## src/rtl/regfile_dump_reader_pkg.sv

```systemverilog
// Shared definitions for the register-bank dump reader.
//   REG_ADDR_W / REG_DATA_W : geometry of the 32x32 register bank, shared
//                             with the bank itself so both agree.
//   dump_state_t / ST_*     : dump reader FSM encoding.
package regfile_dump_reader_pkg;

    localparam int REG_ADDR_W = 5;
    localparam int REG_DATA_W = 32;

    typedef logic [1:0] dump_state_t;

    localparam dump_state_t ST_IDLE = 2'd0;
    localparam dump_state_t ST_READ = 2'd1;
    localparam dump_state_t ST_SEND = 2'd2;
    localparam dump_state_t ST_FIN  = 2'd3;

endpackage

```

## src/rtl/regfile_dump_reader.sv

```systemverilog
// Sequential debug reader on a spare read port of the register bank.
// On start it walks addresses FIRST_REG..LAST_REG, drives each one onto the
// bank read port, captures the returned word and presents (address, data)
// records on a valid/ready stream. Each register costs one READ cycle and at
// least one SEND cycle.
//
// Ports:
//   clock     : system clock, rising edge active
//   reset     : asynchronous active-high reset
//   start     : dump request, honoured only while idle
//   abort     : synchronous cancel of a dump in progress
//   rd_addr   : address to the bank read port (combinational from idx)
//   rd_data   : combinational read data from the bank
//   out_valid : record valid
//   out_ready : consumer accepts the record
//   out_addr  : address of the current record
//   out_data  : value of the current record
//   busy      : high while a dump is in progress
//   done      : one-cycle pulse after the last record is accepted
module regfile_dump_reader
    import regfile_dump_reader_pkg::*;
#(
    parameter int DATA_W    = REG_DATA_W,
    parameter int ADDR_W    = REG_ADDR_W,
    parameter int FIRST_REG = 0,
    parameter int LAST_REG  = 31
) (
    input  logic              clock,
    input  logic              reset,
    input  logic              start,
    input  logic              abort,
    output logic [ADDR_W-1:0] rd_addr,
    input  logic [DATA_W-1:0] rd_data,
    output logic              out_valid,
    input  logic              out_ready,
    output logic [ADDR_W-1:0] out_addr,
    output logic [DATA_W-1:0] out_data,
    output logic              busy,
    output logic              done
);

    localparam logic [ADDR_W-1:0] FIRST_A = ADDR_W'(FIRST_REG);
    localparam logic [ADDR_W-1:0] LAST_A  = ADDR_W'(LAST_REG);

    dump_state_t       state;
    logic [ADDR_W-1:0] idx;

    always_ff @(posedge clock or posedge reset) begin
        if (reset) begin
            state    <= ST_IDLE;
            idx      <= FIRST_A;
            out_addr <= '0;
            out_data <= '0;
        end else if (abort && (state != ST_IDLE)) begin
            // Cancel wins over any handshake in the same cycle; the
            // consumer sees the record as taken only if it was ready.
            state <= ST_IDLE;
            idx   <= FIRST_A;
        end else begin
            case (state)
                ST_IDLE: begin
                    if (start && !abort) begin
                        idx   <= FIRST_A;
                        state <= ST_READ;
                    end
                end
                ST_READ: begin
                    // rd_data reflects the bank before any write landing on
                    // this same edge.
                    out_data <= rd_data;
                    out_addr <= idx;
                    state    <= ST_SEND;
                end
                ST_SEND: begin
                    if (out_ready) begin
                        if (idx == LAST_A) begin
                            state <= ST_FIN;
                        end else begin
                            idx   <= idx + 1'b1;
                            state <= ST_READ;
                        end
                    end
                end
                default: begin
                    idx   <= FIRST_A;
                    state <= ST_IDLE;
                end
            endcase
        end
    end

    assign rd_addr   = idx;
    // Valid is a pure state decode, so there is no ready-to-valid path.
    assign out_valid = (state == ST_SEND);
    assign busy      = (state != ST_IDLE);
    // An abort landing in FIN suppresses the pulse.
    assign done      = (state == ST_FIN) && !abort;

endmodule

```

## config.mk

```make
export PLATFORM = sky130hd
export DESIGN_NAME = regfile_dump_reader
export DESIGN_NICKNAME = d
export VERILOG_FILES = /design/src/rtl/regfile_dump_reader_pkg.sv /design/src/rtl/regfile_dump_reader.sv
export SDC_FILE = /design/constraint.sdc
export NUM_CORES = 1
export LEC_CHECK = 0
export ABC_AREA = 1
export CAP_MARGIN = 20
export CELL_PAD_IN_SITES_DETAIL_PLACEMENT = 1
export CELL_PAD_IN_SITES_GLOBAL_PLACEMENT = 2
export CORE_ASPECT_RATIO = 0.8
export CORE_UTILIZATION = 25
export DETAILED_ROUTE_END_ITERATION = 8
export PLACE_DENSITY = 0.76
export SKIP_CTS_REPAIR_TIMING = 1
export SYNTH_ARGS = -nofsm -noshare
export SYNTH_HDL_FRONTEND = slang
export SYNTH_SLANG_ARGS = --single-unit
```

## constraint.sdc

```tcl
create_clock -name clock -period 2.12 [get_ports clock]
set_clock_uncertainty 0.2 [all_clocks]
set_input_delay 0.636 -clock clock [delete_from_list [all_inputs] [get_ports clock]]
set_output_delay 0.636 -clock clock [all_outputs]
set_load 0.01 [all_outputs]
```

==> out/qor.csv, run 1 <==
metric,value,unit
wirelength,4450,µm
synth_cell_types,16,
dpl.cell_count,325,
max_cap_viol_count,0,
htree_levels,2,
cts_root_buffer,clkbuf_8,
hold_path.class,register to register,
nNetsFinal,288,
status,"complete, but fails checks",
yosysWarnings,0,
power.density,1250,nW/µm²
grt_pass1_vias,1591,
cts_buffers,5,
cp_max_fo,5,
placed_area,2850,µm²
slew_headroom,78.3,%
syn_inst,150,
holdCritStartpoint,out_addr[3],
drtPass1Iterations,6,
tightestPinTransition,326,ps
antenna_found_initial,0,
whs_endpoint,out_addr[3],
hold_viol_final,0,
grt_max_degree,25,
period_share,97.8,%
slowest_delay,540,ps
avgRoutedWirePerCell,13.2,µm
path_cells,clkdlybuf4s50_1,
dp_hpwl,3350,µm
antenna_cells,0,
layout_min_cycle_time,2070,ps
rrSetupSlack,240,ps
overflow,0,
ant_nets,0,
track_usage,12.4,%
area_delta_synth_final,60.5,%
hold_path_depth,2,
r2r_cells,10,
critical_path_arrival,1240,ps
violations,DRC,
start_kind,register,
most-common-layout-cells,"clkdlybuf4s50_1, dfrtp_1, mux2_2",
worstSetupEndpointType,output pin,
setup_viol,0,
row_count,27,
start_util,26.4,%
hold-worst-slack,299,ps
vias,1454,
fp.coreArea,7030,µm²
r2r-end,rd_addr[3],
die_w,98.4,µm
avgViaCountPerCell,4.31,
yosysSeqAreaShare,59.3,%
grt_pass1_wl,7490,µm
cp_num_buf_inv,1,
routabilityCongestion,0.702,
fp.dieH,79.1,µm
synth_area,1860,µm²
clock_path_buffers,2,
drt_iter0_drc,19,
drive_above_1_share,27.2,%
io-pin-count,82,
utilization,42.5,%
max_freq,482,MHz
synth_seq_cells,44,
clk_latency,280,ps
final_common_cell,clkdlybuf4s50_1,
synth_nets,189,
ir_worst_vdd,0.000507,V
avgSynthCellArea,12.4,µm²
clk_pin_slew_worst_paths,80,ps
rsz0062_at_grt,no,
stdcell_count,337,
setup.worst_path.start,rd_addr[0],
portBuffers,81,
slowest_stage,clkdlybuf4s50_1,
drc,6,
clock_sink_count,44,
r2r_start,rd_addr[1],
path_class,register to output pin,
worstPathRequired,1280,ps
report.final.slew_viol_count,0,
cellLeakagePower,0.00143,µW
final_area,2980,µm²
cts_tree,done,
cp_top_family,buffers and inverters,
dieArea,7780,µm²
==> kinds of logic (layout without fill, tap and decap cells) <==
logic type,after synthesis,count (layout),synth area share (%)
AO/OA/AOI/OAI,3,3,0.808
adder cells (fa/ha/maj),2,2,1.35
buffers and inverters,15,115,3.97
flip-flops,44,44,59.3
multiplexers,36,36,23.4
AND/OR/NAND/NOR,50,50,11.2
==> sequential cells by signal (all words and copies together), names as in the netlist <==
name,count
rd_addr,5
state,2
out_data,32
out_addr,5
==> through the flow <==
step / TNS (ps) / setup slack (ps) / power, µW
3_3_place_gp: -6360 / -411 / 3170
2_1_floorplan: 0 / 253 / 2210
5_1_grt: 0 / 1.95 / 3980
3_5_place_dp: -7160 / -421 / 3220
6_report: 0 / 46.9 / 3720
4_1_cts: -900 / -421 / 3770
==> area by class of cell <==
class	instances	area [µm²]
Clock buffer	5	68.8
Tap cell	87	109
Sequential cell	44	1100
Fill cell	756	4040
Clock inverter	3	18.8
Multi-Input combinational cell	91	686
Timing Repair Buffer	96	956
Inverter	11	41.3
==> metal layers <==
| layer | up-vias | GRT usage [%] | routed length (µm) |
|---|---|---|---|
| li1 | 689 | - | - |
| met1 | 716 | 15.2 | 2020 |
| met2 | 47 | 21.0 | 2100 |
| met3 | 2 | 4.58 | 315 |
| met4 | 0 | 2.69 | 13 |
| met5 | - | 0 | 0 |
==> tightest hold or removal path, stage by stage (launching register included) <==
cell and delay (ps):
dfrtp_1 360, nand2_1 50, o21ai_0 60
==> worst max path at each step <==
stage,endpoint,slack (ps),cells past startpoint
after CTS,done,-420,3
after global routing,rd_addr[0],2,1
after floorplan,out_addr[0],250,1
after detailed placement,done,-420,3
final,rd_addr[0],50,1
after global placement,done,-410,3
==> cells in the mapped netlist, drive strengths merged <==
master / n / area [µm²]
dfrtp: 44 / 1100
mux2: 36 / 435
nand2: 26 / 97.6
nor2: 17 / 66.3
inv: 11 / 41.3
nand3: 5 / 30.0
buf: 4 / 32.5
o21ai: 3 / 15.0
ha: 2 / 25.0
nand4: 1 / 6.26
nor3b: 1 / 7.51
==> power breakdown <==
group / leakage (µW) / switching, µW / internal [µW]
clock network: 0.0000479 / 284 / 230
registers: 0.000541 / 198 / 1200
logic: 0.000843 / 675 / 1130
(Power assumes the default switching activity.)
==> inputs of run 2 (changes only) <==
==> constraint.sdc (replaced) <==
create_clock -name clock -period 2.12 [get_ports clock]
set_clock_uncertainty 0.2 [all_clocks]
set_input_delay 0.318 -clock clock [delete_from_list [all_inputs] [get_ports clock]]
set_output_delay 0.318 -clock clock [all_outputs]
set_load 0.01 [all_outputs]
==> out/qor.csv, run 2 (same netlist as run 1, synthesis figures left out) <==
metric,value,unit,change
vias,1384,,-4.8%
portBuffers,81,,unchanged
antenna_found_initial,0,,unchanged
largest_reg_flops,32,,unchanged
tightestPinTransition,414,ps,+88.0 ps
path_class,register to output pin,,
hold_viol_final,0,,unchanged
tns,0,ps,unchanged
dieArea,7780,µm²,unchanged
clk_latency,290,ps,about the same
slowest_delay,540,ps,about the same
track_usage,12.1,%,-0.34 points
row_count,27,,unchanged
dp_hpwl,3250,µm,-3.2%
r2r_start,rd_addr[1],,
r2r_cells,9,,-1
multiInputGateArea,683,µm²,-0.37%
final_common_cell,clkdlybuf4s50_1,,
clock_sink_count,44,,unchanged
nNetsFinal,279,,-3.1%
clock_path_buffers,2,,unchanged
regMostFlops,out_data,,
fp.coreArea,7030,µm²,unchanged
die_w,98.4,µm,unchanged
avgRoutedWirePerCell,13.1,µm,-0.51%
setup.worst_path.start,state[0],,
start_kind,register,,
ant_nets,0,,unchanged
cts_buffers,5,,unchanged
worstSetupEndpointType,output pin,,
drt_iter0_drc,19,,unchanged
setup_viol,0,,unchanged
status,"complete, but fails checks",,
period_share,93.8,%,-4.0 points
grt_pass1_wl,7330,µm,-2.1%
power.density,1270,nW/µm²,+1.6%
start_util,26.4,%,unchanged
io-pin-count,82,,unchanged
rrSetupSlack,330,ps,+90 ps
grt_max_degree,23,,-8.0%
max_cap_viol_count,0,,unchanged
rsz0062_at_grt,no,,
utilization,41.6,%,-0.85 points
path_cells,inv_1 > nand2_1 > clkdlybuf4s50_1,,
slowest_stage,clkdlybuf4s50_1,,
report.final.slew_viol_count,0,,unchanged
cts_tree,done,,
hold-worst-slack,129,ps,-170 ps
drive_above_1_share,22.8,%,-4.4 points
drtPass1Iterations,6,,unchanged
r2r-end,rd_addr[1],,
cellLeakagePower,0.00132,µW,-7.9%
cp_max_fo,5,,unchanged
htree_levels,2,,unchanged
layout_min_cycle_time,1990,ps,-85.5 ps
grt_pass1_vias,1506,,-5.3%
routabilityCongestion,0.705,,+0.47%
overflow,0,,unchanged
cts_root_buffer,clkbuf_8,,
drc,6,,unchanged
critical_path_arrival,1470,ps,+230 ps
max_freq,503,MHz,+4.3%
avgViaCountPerCell,4.22,,-2.2%
slew_headroom,72.4,%,-5.9 points
worstPathRequired,1600,ps,+320 ps
hold_path.class,input pin to asynchronous set/reset pin,,
worstSetupEndpoint,busy,,
nFillCells,781,,+3.3%
antenna_cells,0,,unchanged
area_delta_synth_final,57.3,%,
regArea,1100,µm²,-0.11%
wirelength,4310,µm,-3.2%
clk_pin_slew_worst_paths,90,ps,about the same
most-common-layout-cells,"clkdlybuf4s50_1, dfrtp_1, mux2_2",,
ir_worst_vdd,0.000436,V,-14%
fp.dieH,79.1,µm,unchanged
violations,DRC,,
==> run 2: worst max-delay path, delay by kind of cell (launching register included) <==
kind          cells  cell delay, ps
simple gates      1             110
buf+inv           2             650
flops             1             420
==> run 2: how the worst min path moves through the flow <==
| stage | end | slack (ps) | start | depth (start not counted) |
|---|---|---|---|---|
| floorplan | out_data[11] | 270 | rd_data[11] | 1 |
| global placement | out_addr[3] | 270 | out_addr[3] | 2 |
| detailed placement | rd_addr[3] | 290 | rd_addr[3] | 2 |
| CTS | out_data[10] | 140 | reset | 2 |
| global route | out_data[17] | 140 | reset | 2 |
| finish | out_data[17] | 130 | reset | 2 |
==> run 2: power breakdown <==
part           total (µW)  internal, µW  switching (µW)
registers            1390          1190             192
logic                1760          1100             658
clock network         555           265             289
==> run 2: through the flow <==
stage                     power [µW]  worst slack (ps)  std cells  instance area [µm²]
final                           3700               132        328                 2920
after global routing            3980              12.4        328                 2920
after CTS                       3770              65.9        328                 2920
after detailed placement        3190               103        320                 2830
after global placement          3150               135        320                 2830
after floorplan                 2210               475        150                 1860
==> run 2: final cells by class <==
type | instances | area share (%)
clock inverter | 1 | 0.257
tap | 87 | 3.72
clock buffer | 7 | 2.95
sequential | 44 | 37.7
inverter | 11 | 1.41
timing repair buffer | 87 | 30.6
multi-input combinational | 91 | 23.4
==> run 2: routing by layer <==
layer / global-route usage, % / wire length, µm
met5: 0 / 0
met4: 3.13 / 25
met2: 19.2 / 1890
met1: 15.8 / 2030
met3: 4.14 / 357
==> inputs of run 3 (changes only) <==
--- a/config.mk
+++ b/config.mk
@@ -12,6 +12,7 @@
 export CORE_ASPECT_RATIO = 0.8
 export CORE_UTILIZATION = 25
 export DETAILED_ROUTE_END_ITERATION = 8
+export GPL_ROUTABILITY_DRIVEN = 1
 export PLACE_DENSITY = 0.76
 export SKIP_CTS_REPAIR_TIMING = 1
 export SYNTH_ARGS = -nofsm -noshare
==> results of run 3 <==
Final layout, timing and power as in run 2 (identical DEF).
